File: src/rtl/alu_exec_unit.sv
// ---------------------------------------------------------------------------
// alu_exec_unit
//
// EX-stage execution unit for the multicycle datapath. Decodes the main
// control ALU class (alu_op) together with the R-type funct field and
// executes the selected operation. Single-cycle operations complete with a
// registered one-cycle latency. MULTU (shift-add) and DIVU (restoring) are
// iterative: one bit per cycle for WIDTH cycles, writing the HI/LO pair.
//
// Optional feature macro: ALU_DIV_EN
//   defined   -> DIV state and restoring divider are built; DIVU executes.
//   undefined -> no divider logic; DIVU decodes as an illegal funct.
//
// Parameters
//   WIDTH    operand/result/HI/LO width (>= 8, even)
//   SHAMT_W  shift-amount width (2**SHAMT_W >= WIDTH)
//
// Ports
//   clk      rising-edge clock
//   rst_n    synchronous active-low reset
//   start    launch request, sampled only while ready=1
//   alu_op   ALU class from main control
//   funct    R-type function field (used only when alu_op=000)
//   shamt    shift amount for SLL/SRL/SRA
//   a, b     operands
//   ready    high while IDLE
//   valid    one-cycle completion pulse
//   result   registered result, held until the next valid
//   zero     result == 0, updated with valid
//   ovf      signed overflow of ADD/SUB style operations
//   illegal  unsupported funct, updated with valid
//   hi, lo   HI/LO registers
//
// Handshake: ready is a pure decode of the registered state (IDLE). A start
// seen with ready=1 at a rising edge launches exactly one operation; start
// while ready=0 is dropped. valid is a pure decode of the DONE state, so it
// is high for exactly one cycle per accepted operation, and result, zero,
// ovf, illegal, hi and lo are already final while valid is high. There is
// no combinational path from start to ready or valid.
// ---------------------------------------------------------------------------
module alu_exec_unit #(
    parameter int WIDTH   = 32,
    parameter int SHAMT_W = 5
) (
    input  logic               clk,
    input  logic               rst_n,
    input  logic               start,
    input  logic [2:0]         alu_op,
    input  logic [5:0]         funct,
    input  logic [SHAMT_W-1:0] shamt,
    input  logic [WIDTH-1:0]   a,
    input  logic [WIDTH-1:0]   b,
    output logic               ready,
    output logic               valid,
    output logic [WIDTH-1:0]   result,
    output logic               zero,
    output logic               ovf,
    output logic               illegal,
    output logic [WIDTH-1:0]   hi,
    output logic [WIDTH-1:0]   lo
);

    localparam int             CNT_W    = $clog2(WIDTH);
    localparam logic [CNT_W-1:0] CNT_LAST = CNT_W'(WIDTH - 1);

    typedef enum logic [1:0] {
        S_IDLE,
        S_MUL,
        S_DIV,
        S_DONE
    } state_t;

    // Internal operation kind after class/funct decode. K_SLTI is the
    // class-decoded signed compare, which also reports subtract overflow.
    typedef enum logic [4:0] {
        K_ADD,
        K_ADDU,
        K_SUB,
        K_SUBU,
        K_AND,
        K_OR,
        K_XOR,
        K_NOR,
        K_SLT,
        K_SLTI,
        K_SLTU,
        K_SLL,
        K_SRL,
        K_SRA,
        K_MFHI,
        K_MFLO,
        K_MULTU,
        K_DIVU,
        K_ILLEGAL
    } kind_t;

    state_t state;
    state_t state_next;
    kind_t  kind;

    logic [CNT_W-1:0] cnt;

    // -----------------------------------------------------------------------
    // Decode
    // -----------------------------------------------------------------------
    always_comb begin
        kind = K_ILLEGAL;
        case (alu_op)
            3'b000: begin
                case (funct)
                    6'h20:   kind = K_ADD;
                    6'h21:   kind = K_ADDU;
                    6'h22:   kind = K_SUB;
                    6'h23:   kind = K_SUBU;
                    6'h24:   kind = K_AND;
                    6'h25:   kind = K_OR;
                    6'h26:   kind = K_XOR;
                    6'h27:   kind = K_NOR;
                    6'h2A:   kind = K_SLT;
                    6'h2B:   kind = K_SLTU;
                    6'h00:   kind = K_SLL;
                    6'h02:   kind = K_SRL;
                    6'h03:   kind = K_SRA;
                    6'h10:   kind = K_MFHI;
                    6'h12:   kind = K_MFLO;
                    6'h19:   kind = K_MULTU;
`ifdef ALU_DIV_EN
                    6'h1B:   kind = K_DIVU;
`endif
                    default: kind = K_ILLEGAL;
                endcase
            end
            3'b001, 3'b010: kind = K_ADD;
            3'b011, 3'b100: kind = K_SUB;
            3'b101:         kind = K_OR;
            3'b110:         kind = K_AND;
            3'b111:         kind = K_SLTI;
            default:        kind = K_ILLEGAL;
        endcase
    end

    // -----------------------------------------------------------------------
    // Single-cycle execute
    // -----------------------------------------------------------------------
    logic [WIDTH-1:0]        sum;
    logic [WIDTH-1:0]        diff;
    logic signed [WIDTH-1:0] sra_val;
    logic                    add_ovf;
    logic                    sub_ovf;
    logic                    lt_s;
    logic                    lt_u;
    logic                    shamt_big;
    logic [WIDTH-1:0]        alu_res;
    logic                    alu_ovf;
    logic                    alu_illegal;

    always_comb begin
        sum     = a + b;
        diff    = a - b;
        // Signed overflow: operands agree (add) or differ (sub) in sign and
        // the result sign disagrees with a.
        add_ovf = (a[WIDTH-1] == b[WIDTH-1]) && (sum[WIDTH-1] != a[WIDTH-1]);
        sub_ovf = (a[WIDTH-1] != b[WIDTH-1]) && (diff[WIDTH-1] != a[WIDTH-1]);
        lt_s    = $signed(a) < $signed(b);
        lt_u    = a < b;
        // Kept in its own signed assignment so the shift stays arithmetic.
        sra_val = $signed(a) >>> shamt;
        // Only reachable when 2**SHAMT_W > WIDTH.
        shamt_big = {1'b0, shamt} >= (SHAMT_W + 1)'(WIDTH);

        alu_res     = '0;
        alu_ovf     = 1'b0;
        alu_illegal = 1'b0;
        case (kind)
            K_ADD: begin
                alu_res = sum;
                alu_ovf = add_ovf;
            end
            K_ADDU:  alu_res = sum;
            K_SUB: begin
                alu_res = diff;
                alu_ovf = sub_ovf;
            end
            K_SUBU:  alu_res = diff;
            K_AND:   alu_res = a & b;
            K_OR:    alu_res = a | b;
            K_XOR:   alu_res = a ^ b;
            K_NOR:   alu_res = ~(a | b);
            K_SLT:   alu_res = {{(WIDTH-1){1'b0}}, lt_s};
            K_SLTI: begin
                alu_res = {{(WIDTH-1){1'b0}}, lt_s};
                alu_ovf = sub_ovf;
            end
            K_SLTU:  alu_res = {{(WIDTH-1){1'b0}}, lt_u};
            K_SLL:   alu_res = shamt_big ? '0 : (a << shamt);
            K_SRL:   alu_res = shamt_big ? '0 : (a >> shamt);
            K_SRA:   alu_res = shamt_big ? {WIDTH{a[WIDTH-1]}} : sra_val;
            K_MFHI:  alu_res = hi;
            K_MFLO:  alu_res = lo;
            // Multi-cycle kinds produce their result from the iterative units.
            K_MULTU: alu_res = '0;
            K_DIVU:  alu_res = '0;
            default: alu_illegal = 1'b1;
        endcase
    end

    // -----------------------------------------------------------------------
    // Shift-add multiplier: prod holds {partial_hi, remaining_multiplier}.
    // Each step adds the multiplicand into the upper half when the current
    // multiplier LSB is set, then shifts the whole pair right by one.
    // -----------------------------------------------------------------------
    logic [2*WIDTH-1:0] prod;
    logic [2*WIDTH-1:0] prod_next;
    logic [WIDTH-1:0]   mcand;
    logic [WIDTH:0]     mul_sum;

    always_comb begin
        mul_sum = {1'b0, prod[2*WIDTH-1:WIDTH]} + {1'b0, mcand};
        if (prod[0]) begin
            prod_next = {mul_sum, prod[WIDTH-1:1]};
        end else begin
            prod_next = {1'b0, prod[2*WIDTH-1:1]};
        end
    end

`ifdef ALU_DIV_EN
    // -----------------------------------------------------------------------
    // Restoring divider: the dividend shifts out of quo MSB-first into rem
    // while quotient bits shift into quo's LSB. A zero divisor needs no
    // special case: every trial subtract succeeds, giving an all-ones
    // quotient and a remainder equal to the dividend.
    // -----------------------------------------------------------------------
    logic [WIDTH-1:0] quo;
    logic [WIDTH-1:0] rem;
    logic [WIDTH-1:0] dvsr;
    logic [WIDTH-1:0] quo_next;
    logic [WIDTH-1:0] rem_next;
    logic [WIDTH:0]   rem_shift;
    logic [WIDTH:0]   trial;

    always_comb begin
        rem_shift = {rem, quo[WIDTH-1]};
        trial     = rem_shift - {1'b0, dvsr};
        if (!trial[WIDTH]) begin
            rem_next = trial[WIDTH-1:0];
            quo_next = {quo[WIDTH-2:0], 1'b1};
        end else begin
            rem_next = rem_shift[WIDTH-1:0];
            quo_next = {quo[WIDTH-2:0], 1'b0};
        end
    end
`endif

    // -----------------------------------------------------------------------
    // FSM: state register
    // -----------------------------------------------------------------------
    always_ff @(posedge clk) begin
        if (!rst_n) begin
            state <= S_IDLE;
        end else begin
            state <= state_next;
        end
    end

    // -----------------------------------------------------------------------
    // FSM: next state
    // -----------------------------------------------------------------------
    always_comb begin
        state_next = state;
        case (state)
            S_IDLE: begin
                if (start) begin
                    if (kind == K_MULTU) begin
                        state_next = S_MUL;
`ifdef ALU_DIV_EN
                    end else if (kind == K_DIVU) begin
                        state_next = S_DIV;
`endif
                    end else begin
                        state_next = S_DONE;
                    end
                end
            end
            S_MUL, S_DIV: begin
                if (cnt == CNT_LAST) begin
                    state_next = S_DONE;
                end
            end
            S_DONE:  state_next = S_IDLE;
            default: state_next = S_IDLE;
        endcase
    end

    // -----------------------------------------------------------------------
    // FSM: outputs
    // -----------------------------------------------------------------------
    always_comb begin
        ready = (state == S_IDLE);
        valid = (state == S_DONE);
    end

    // -----------------------------------------------------------------------
    // Datapath registers
    // -----------------------------------------------------------------------
    always_ff @(posedge clk) begin
        if (!rst_n) begin
            result  <= '0;
            zero    <= 1'b0;
            ovf     <= 1'b0;
            illegal <= 1'b0;
            hi      <= '0;
            lo      <= '0;
            prod    <= '0;
            mcand   <= '0;
            cnt     <= '0;
`ifdef ALU_DIV_EN
            quo     <= '0;
            rem     <= '0;
            dvsr    <= '0;
`endif
        end else begin
            case (state)
                S_IDLE: begin
                    if (start) begin
                        cnt <= '0;
                        case (kind)
                            K_MULTU: begin
                                prod  <= {{WIDTH{1'b0}}, b};
                                mcand <= a;
                            end
`ifdef ALU_DIV_EN
                            K_DIVU: begin
                                quo  <= a;
                                rem  <= '0;
                                dvsr <= b;
                            end
`endif
                            default: begin
                                result  <= alu_res;
                                zero    <= (alu_res == '0);
                                ovf     <= alu_ovf;
                                illegal <= alu_illegal;
                            end
                        endcase
                    end
                end
                S_MUL: begin
                    prod <= prod_next;
                    cnt  <= cnt + CNT_W'(1);
                    if (cnt == CNT_LAST) begin
                        hi      <= prod_next[2*WIDTH-1:WIDTH];
                        lo      <= prod_next[WIDTH-1:0];
                        result  <= prod_next[WIDTH-1:0];
                        zero    <= (prod_next[WIDTH-1:0] == '0);
                        ovf     <= 1'b0;
                        illegal <= 1'b0;
                    end
                end
`ifdef ALU_DIV_EN
                S_DIV: begin
                    quo <= quo_next;
                    rem <= rem_next;
                    cnt <= cnt + CNT_W'(1);
                    if (cnt == CNT_LAST) begin
                        hi      <= rem_next;
                        lo      <= quo_next;
                        result  <= quo_next;
                        zero    <= (quo_next == '0);
                        ovf     <= 1'b0;
                        illegal <= 1'b0;
                    end
                end
`endif
                default: ;
            endcase
        end
    end

endmodule

File: config.mk
export PLATFORM = sky130hd
export DESIGN_NAME = alu_exec_unit
export DESIGN_NICKNAME = d
export VERILOG_FILES = /design/src/rtl/alu_exec_unit.sv
export SDC_FILE = /design/constraint.sdc
export NUM_CORES = 1
export LEC_CHECK = 0
export CELL_PAD_IN_SITES_DETAIL_PLACEMENT = 1
export CELL_PAD_IN_SITES_GLOBAL_PLACEMENT = 1
export CORE_ASPECT_RATIO = 1.4
export CORE_MARGIN = 2
export CORE_UTILIZATION = 45
export CTS_CLUSTER_DIAMETER = 150
export DETAILED_ROUTE_END_ITERATION = 8
export PLACE_DENSITY = 0.91
export REMOVE_ABC_BUFFERS = 1
export SETUP_SLACK_MARGIN = 0.1
export SLEW_MARGIN = 20
export SYNTH_ARGS = -nofsm -noshare
export SYNTH_HDL_FRONTEND = slang
export SYNTH_SLANG_ARGS = --single-unit
File: constraint.sdc
create_clock -name clk -period 5.26 [get_ports clk]
set_clock_uncertainty 0.1 [all_clocks]
set_input_delay 1.052 -clock clk [delete_from_list [all_inputs] [get_ports clk]]
set_output_delay 1.052 -clock clk [all_outputs]
set_load 0.01 [all_outputs]
==> results of run 1 <==
## Yosys cell counts, drive strengths merged, types with 18 or more instances
cell type / count
mux2i: 105
o21a: 28
o211ai: 67
nand4: 20
a21o: 29
o211a: 55
a211oi: 44
nand2b: 22
a31oi: 29
o31ai: 19
a221oi: 18
inv: 122
a22oi: 20
a21oi: 193
a211o: 20
nand3: 74
o21ai: 164
a21boi: 80
mux2: 34
mux4: 46
and2: 42
nor3: 52
dfxtp: 202
nor2: 183
nor2b: 32
clkbuf: 158
nor4: 32
ha: 152
buf: 63
nand2: 391
xnor2: 34
## cells by family after synthesis
family / count (synthesis) / share of synthesized area
buf+inv: 345 / 0.06627
mux: 185 / 0.1177
fa+ha+maj: 155 / 0.09236
simple gates: 936 / 0.2086
compound gates: 929 / 0.3065
flops: 202 / 0.1904
xor+xnor: 44 / 0.01814
## per-layer routing
layer  track usage  GRT overflow
met1        0.6905             0
met2        0.8852             5
met3        0.5958             0
met4        0.7257            11
met5        0.3933             0
## stage by stage
stage | setup TNS [ns] | hold WS [ns] | util | setup WS (ns)
after floorplan | -95.16 | 0.3472 | - | -1.469
after global placement | -1.246 | 0.3567 | 0.5526 | -0.4590
after detailed placement | -3.408 | 0.3703 | 0.5526 | -0.5852
after CTS | 0 | 0.3987 | 0.5718 | 0.07431
## repair_timing
item | in CTS
gates resized for setup | 11
endpoints found under the setup margin | 5
setup buffers | 0
pin swaps | 1
==> results.py, run 1 <==
metrics = {
    "placement": {
        "dpl.hpwl_um": 92580,
        "place_inst": 3758,
        "place_area_um2": 25870,
        "routabilityCongestion": 1.280,
        "io_buffer_count": 181,
    },
    "floorplanning": {
        "start_util": 0.4538,
        "die_y_um": 261.1,
        "die_w_um": 187.6,
        "io-pin-count": 182,
        "row_count": 94,
    },
    "synthesis": {
        "synth_area_um2": 21240,
        "synth_warnings": 0,
        "synthTopCellsByArea": "dfxtp_1 19%, ha_1 9.0%, nand2_1 6.9%",
        "post_synth_num_cell_types": 106,
        "ys_seq_area_frac": 0.1904,
        "synthCells": 2796,
        "synth.avg_cell_area_um2": 7.597,
        "synth_top_area_share": 0.1904,
        "synth.largest_area_cell": "dfxtp_1",
        "synthArstFlopShare": 0,
        "synth_edf_count": 0,
        "ys_ff_latch": 202,
        "synth_ff_type": "dfxtp_1",
    },
    "sta": {
        "worstEndpointType": "register input",
        "worst_endpoint": "zero$_SDFFE_PN0P_/D",
    },
    "cts": {
        "clk_path_buf_depth": 3,
        "cts_sinks": 202,
        "htree_levels": 1,
        "cts-hold-fix-buffers": 0,
        "cts-root-buf": "clkbuf_16",
        "numCtsBuffers": 23,
    },
    "global_route": {
        "grt.overflow.total": 16,
        "grt_max_degree": 100,
        "track_usage": 0.7203,
    },
    "outcome": {
        "firstError": "[ERROR GRT-0232] Routing congestion too high. Check the congestion heatmap in the GUI.",
        "status": "did not finish",
        "stop_stage": "5_1_grt",
    },
}
==> run 2: changes to the inputs <==
==> config.mk (replaced) <==
export PLATFORM = sky130hd
export DESIGN_NAME = alu_exec_unit
export DESIGN_NICKNAME = d
export VERILOG_FILES = /design/src/rtl/alu_exec_unit.sv
export SDC_FILE = /design/constraint.sdc
export NUM_CORES = 1
export LEC_CHECK = 0
export CORE_MARGIN = 2
export CORE_UTILIZATION = 40
export DETAILED_ROUTE_END_ITERATION = 8
export PLACE_DENSITY_LB_ADDON = 0.15
export REMOVE_ABC_BUFFERS = 1
export SLEW_MARGIN = 20
export SYNTH_ARGS = -nofsm -noshare
export SYNTH_HDL_FRONTEND = slang
export SYNTH_SLANG_ARGS = --single-unit
==> run 2 against run 1 <==
Effect of this change: synthesized cell count unchanged; the flow now finishes, with violations (design-rule violations); area after synthesis unchanged.
==> results.py, run 2 <==
metrics = {
    "outcome": {
        "status": "complete, but fails checks",
        "violations": "design-rule violations",
    },
    "synthesis": {
        "synth_warnings": 0,
        "synthCells": 2796,
        "synth_ff_type": "dfxtp_1",
        "ys_seq_area_frac": 0.1904,
        "synthTopCellsByArea": "dfxtp_1 19%, ha_1 9.0%, nand2_1 6.9%",
        "synth.largest_area_cell": "dfxtp_1",
        "ys_ff_latch": 202,
        "yosysMostFrequentCell": "nand2_1",
        "post_synth_num_cell_types": 106,
        "synthTopCellsByCount": "390 x nand2_1, 202 x dfxtp_1, 193 x a21oi_1",
        "synthArstFlopShare": 0,
        "synth_edf_count": 0,
        "synth_top_area_share": 0.1904,
        "synth.avg_cell_area_um2": 7.597,
        "synth_area_um2": 21240,
    },
    "route": {
        "maxUsedRoutingLayer": "met5",
        "antenna_left": 0,
        "drt_iter0_drc": 2923,
        "viasPerCell": 6.353,
        "route.met3.wl_um": 8188,
        "routed-wl-met2_um": 50420,
        "dr_total_vias": 25220,
        "routed_wl_um": 111700,
        "met1_length_um": 45260,
        "drc_errors": 2,
        "drt_first_pass_iters": 8,
        "wl_per_cell_um": 28.15,
    },
    "cts": {
        "clk_latency_ns": 0.59,
        "numCtsBuffers": 25,
        "htree_levels": 1,
        "cts_tree": "yes",
        "clk_path_buf_depth": 3,
        "postCtsSetupBuffers": 0,
        "cts-root-buf": "clkbuf_16",
        "clk_pin_slew_ns": 0.06,
        "cts_sinks": 202,
    },
    "power_and_ir_drop": {
        "switching_share": 0.4192,
        "switching_power_mw": 2.906,
        "cellPowerDensity_nw_per_um2": 250.0,
        "p_comb_frac": 0.473,
        "vdd_ir_drop_max_uv": 476.2,
        "p_int_mw": 4.025,
        "p_seq_frac": 0.266,
        "p_leak_nw": 11.91,
        "power_frac_clock": 0.261,
    },
    "critical_path": {
        "crit_buf_inv": 3,
        "slowest_stage": "clkdlybuf4s50_1",
        "worstSetupPathType": "in2reg",
        "path_cells": "clkdlybuf4s50_1, inv_1, ha_1, fa_1, o21ba_2, or4_1, a211oi_2, nor3_1, buf_4, o31ai_1, mux2i_1, nand4_1, a211oi_1, nand4_1, nor4_1, nand4b_1, o21ai_1",
        "startpoint_type": "primary input",
        "worst_ep_arrival_time_ns": 5.59,
        "cp.required_ns": 5.69,
        "r2r_cells": 15,
        "worstPathMaxFanout": 5,
        "critPathTopFamily": "simple AND/OR/NAND/NOR gates",
        "cp_num_cells": 17,
        "cpMostUsedCell": "nand4_1",
        "crit_path_end_kind": "register",
        "critPathMaxStageDelay_ns": 0.58,
    },
    "sta": {
        "final.setup.tns_ns": 0,
        "slew_violations": 0,
        "period_minus_slack_ns": 5.161,
        "grt_setup_unrepaired": "false",
        "slew_headroom": 0.2701,
        "fmax_mhz": 193.8,
        "finalSetupViolCount": 0,
        "worst_pin_slew_ns": 1.085,
        "hold_ws_ns": 0.3661,
        "finalHoldViolCount": 0,
        "min_period_over_period": 0.9812,
    },
    "finish": {
        "largest_register_ffs": 64,
        "layout_commonest_cell": "buf_4",
        "layout_common_cells": "460 x buf_4, 390 x nand2_1, 201 x dfxtp_1, 192 x a21oi_1, 178 x nor2_1",
        "regMostFlops": "prod",
        "seqCellArea_um2": 4045,
        "fillCellCount": 5107,
        "multi_input_area_um2": 15870,
        "syn_to_final_growth_pct": 30.51,
        "final_cells": 3969,
        "drive_gt1_frac": 0.2003,
        "fin_nets": 3499,
    },
    "global_route": {
        "track_usage": 0.3976,
        "antenna_found_initial": 3,
        "grt_pass1_vias": 23700,
        "grt_pass1_wl_um": 160900,
        "grt.overflow.total": 0,
        "grt_max_degree": 84,
    },
    "floorplanning": {
        "die_w_um": 234.4,
        "die_area_um2": 54960,
        "coreArea_um2": 52550,
        "start_util": 0.4042,
        "die_y_um": 234.4,
        "row_count": 84,
        "io-pin-count": 182,
    },
    "placement": {
        "dpl.hpwl_um": 90560,
        "routabilityCongestion": 1.082,
        "io_buffer_count": 181,
        "place_inst": 3924,
    },
    "job": {
        "cap_violations": 0,
    },
    "worst_hold_path": {
        "holdPathStages": 2,
        "hold_path.class": "reg2reg",
    },
}
run 2: cell counts after synthesis:
Identical to the previous run, type by type.
run 2: area by class of cell:
type                       instances  area share
antenna                            1  0.00009027
clock buffer                      31     0.02410
clock inverter                    13    0.005552
inverter                         124     0.01679
multi-input combinational       2249      0.5724
sequential                       202      0.1459
tap                              688     0.03105
timing repair buffer             661      0.2041
run 2: path summary, 6_finish.rpt:
kind / startpoint / endpoint / slack, ns
min reg2reg: mcand[26] / mcand[26] / 0.37
max reg2reg: prod[32] / prod[55] / 0.79
max: a[0] / zero / 0.1
min: mcand[26] / mcand[26] / 0.37
run 2: metrics by stage:
stage	util	worst slack, ns	instance area [um2]	power [mW]
floorplan	-	-1.469	20300	3.318
CTS	0.5269	0.1136	27690	6.871
detailed placement	0.5112	-0.6258	26860	5.047
finish	0.5275	0.09871	27720	6.931
global route	0.5275	0.01386	27720	7.167
global placement	0.5112	-0.7127	26860	5.028
run 2: repair_timing:
item                                    in CTS  in global routing
endpoints found under the setup margin       1                  3
gates resized for setup                      1                  7
hold buffers                                 0                  0
run 2: worst register-to-register path: stages, from the launching register on:
cell and delay (ns):
dfxtp_1 0.33, ha_1 0.25, fa_1 0.43, a211oi_1 0.32
o21bai_1 0.12, a21oi_1 0.34, o21bai_1 0.30, a311oi_1 0.37
buf_4 0.19, a21oi_1 0.08, o21ai_0 0.19, nand2b_1 0.16
a21o_1 0.20, a2111oi_0 0.71, o31ai_1 0.11, and2_1 0.18
run 2: kinds of logic (layout without fill, tap and decap cells):
logic type | after synthesis | count (layout) | share of synthesized area
other cells | 0 | 1 | 0
simple gates | 936 | 936 | 0.2086
xor+xnor | 44 | 44 | 0.01814
mux | 185 | 185 | 0.1177
flops | 202 | 202 | 0.1904
compound gates | 929 | 929 | 0.3065
fa+ha+maj | 155 | 155 | 0.09236
buf+inv | 345 | 829 | 0.06627
run 2: power groups by stage:
stage	clock [mW]	sequential, mW	combinational [mW]
2_1_floorplan	0	1.87	1.45
3_3_place_gp	0	1.86	3.17
3_5_place_dp	0	1.87	3.18
4_1_cts	1.84	1.84	3.20
5_1_grt	1.88	1.86	3.43
6_report	1.81	1.84	3.28
run 2: metal layers:
layer	up-vias	track usage
met5	-	0
met4	4	0.2268
met3	302	0.05208
met2	1346	0.6434
met1	12290	0.5090
li1	11280	-
Power figures use the tool's default switching activity.
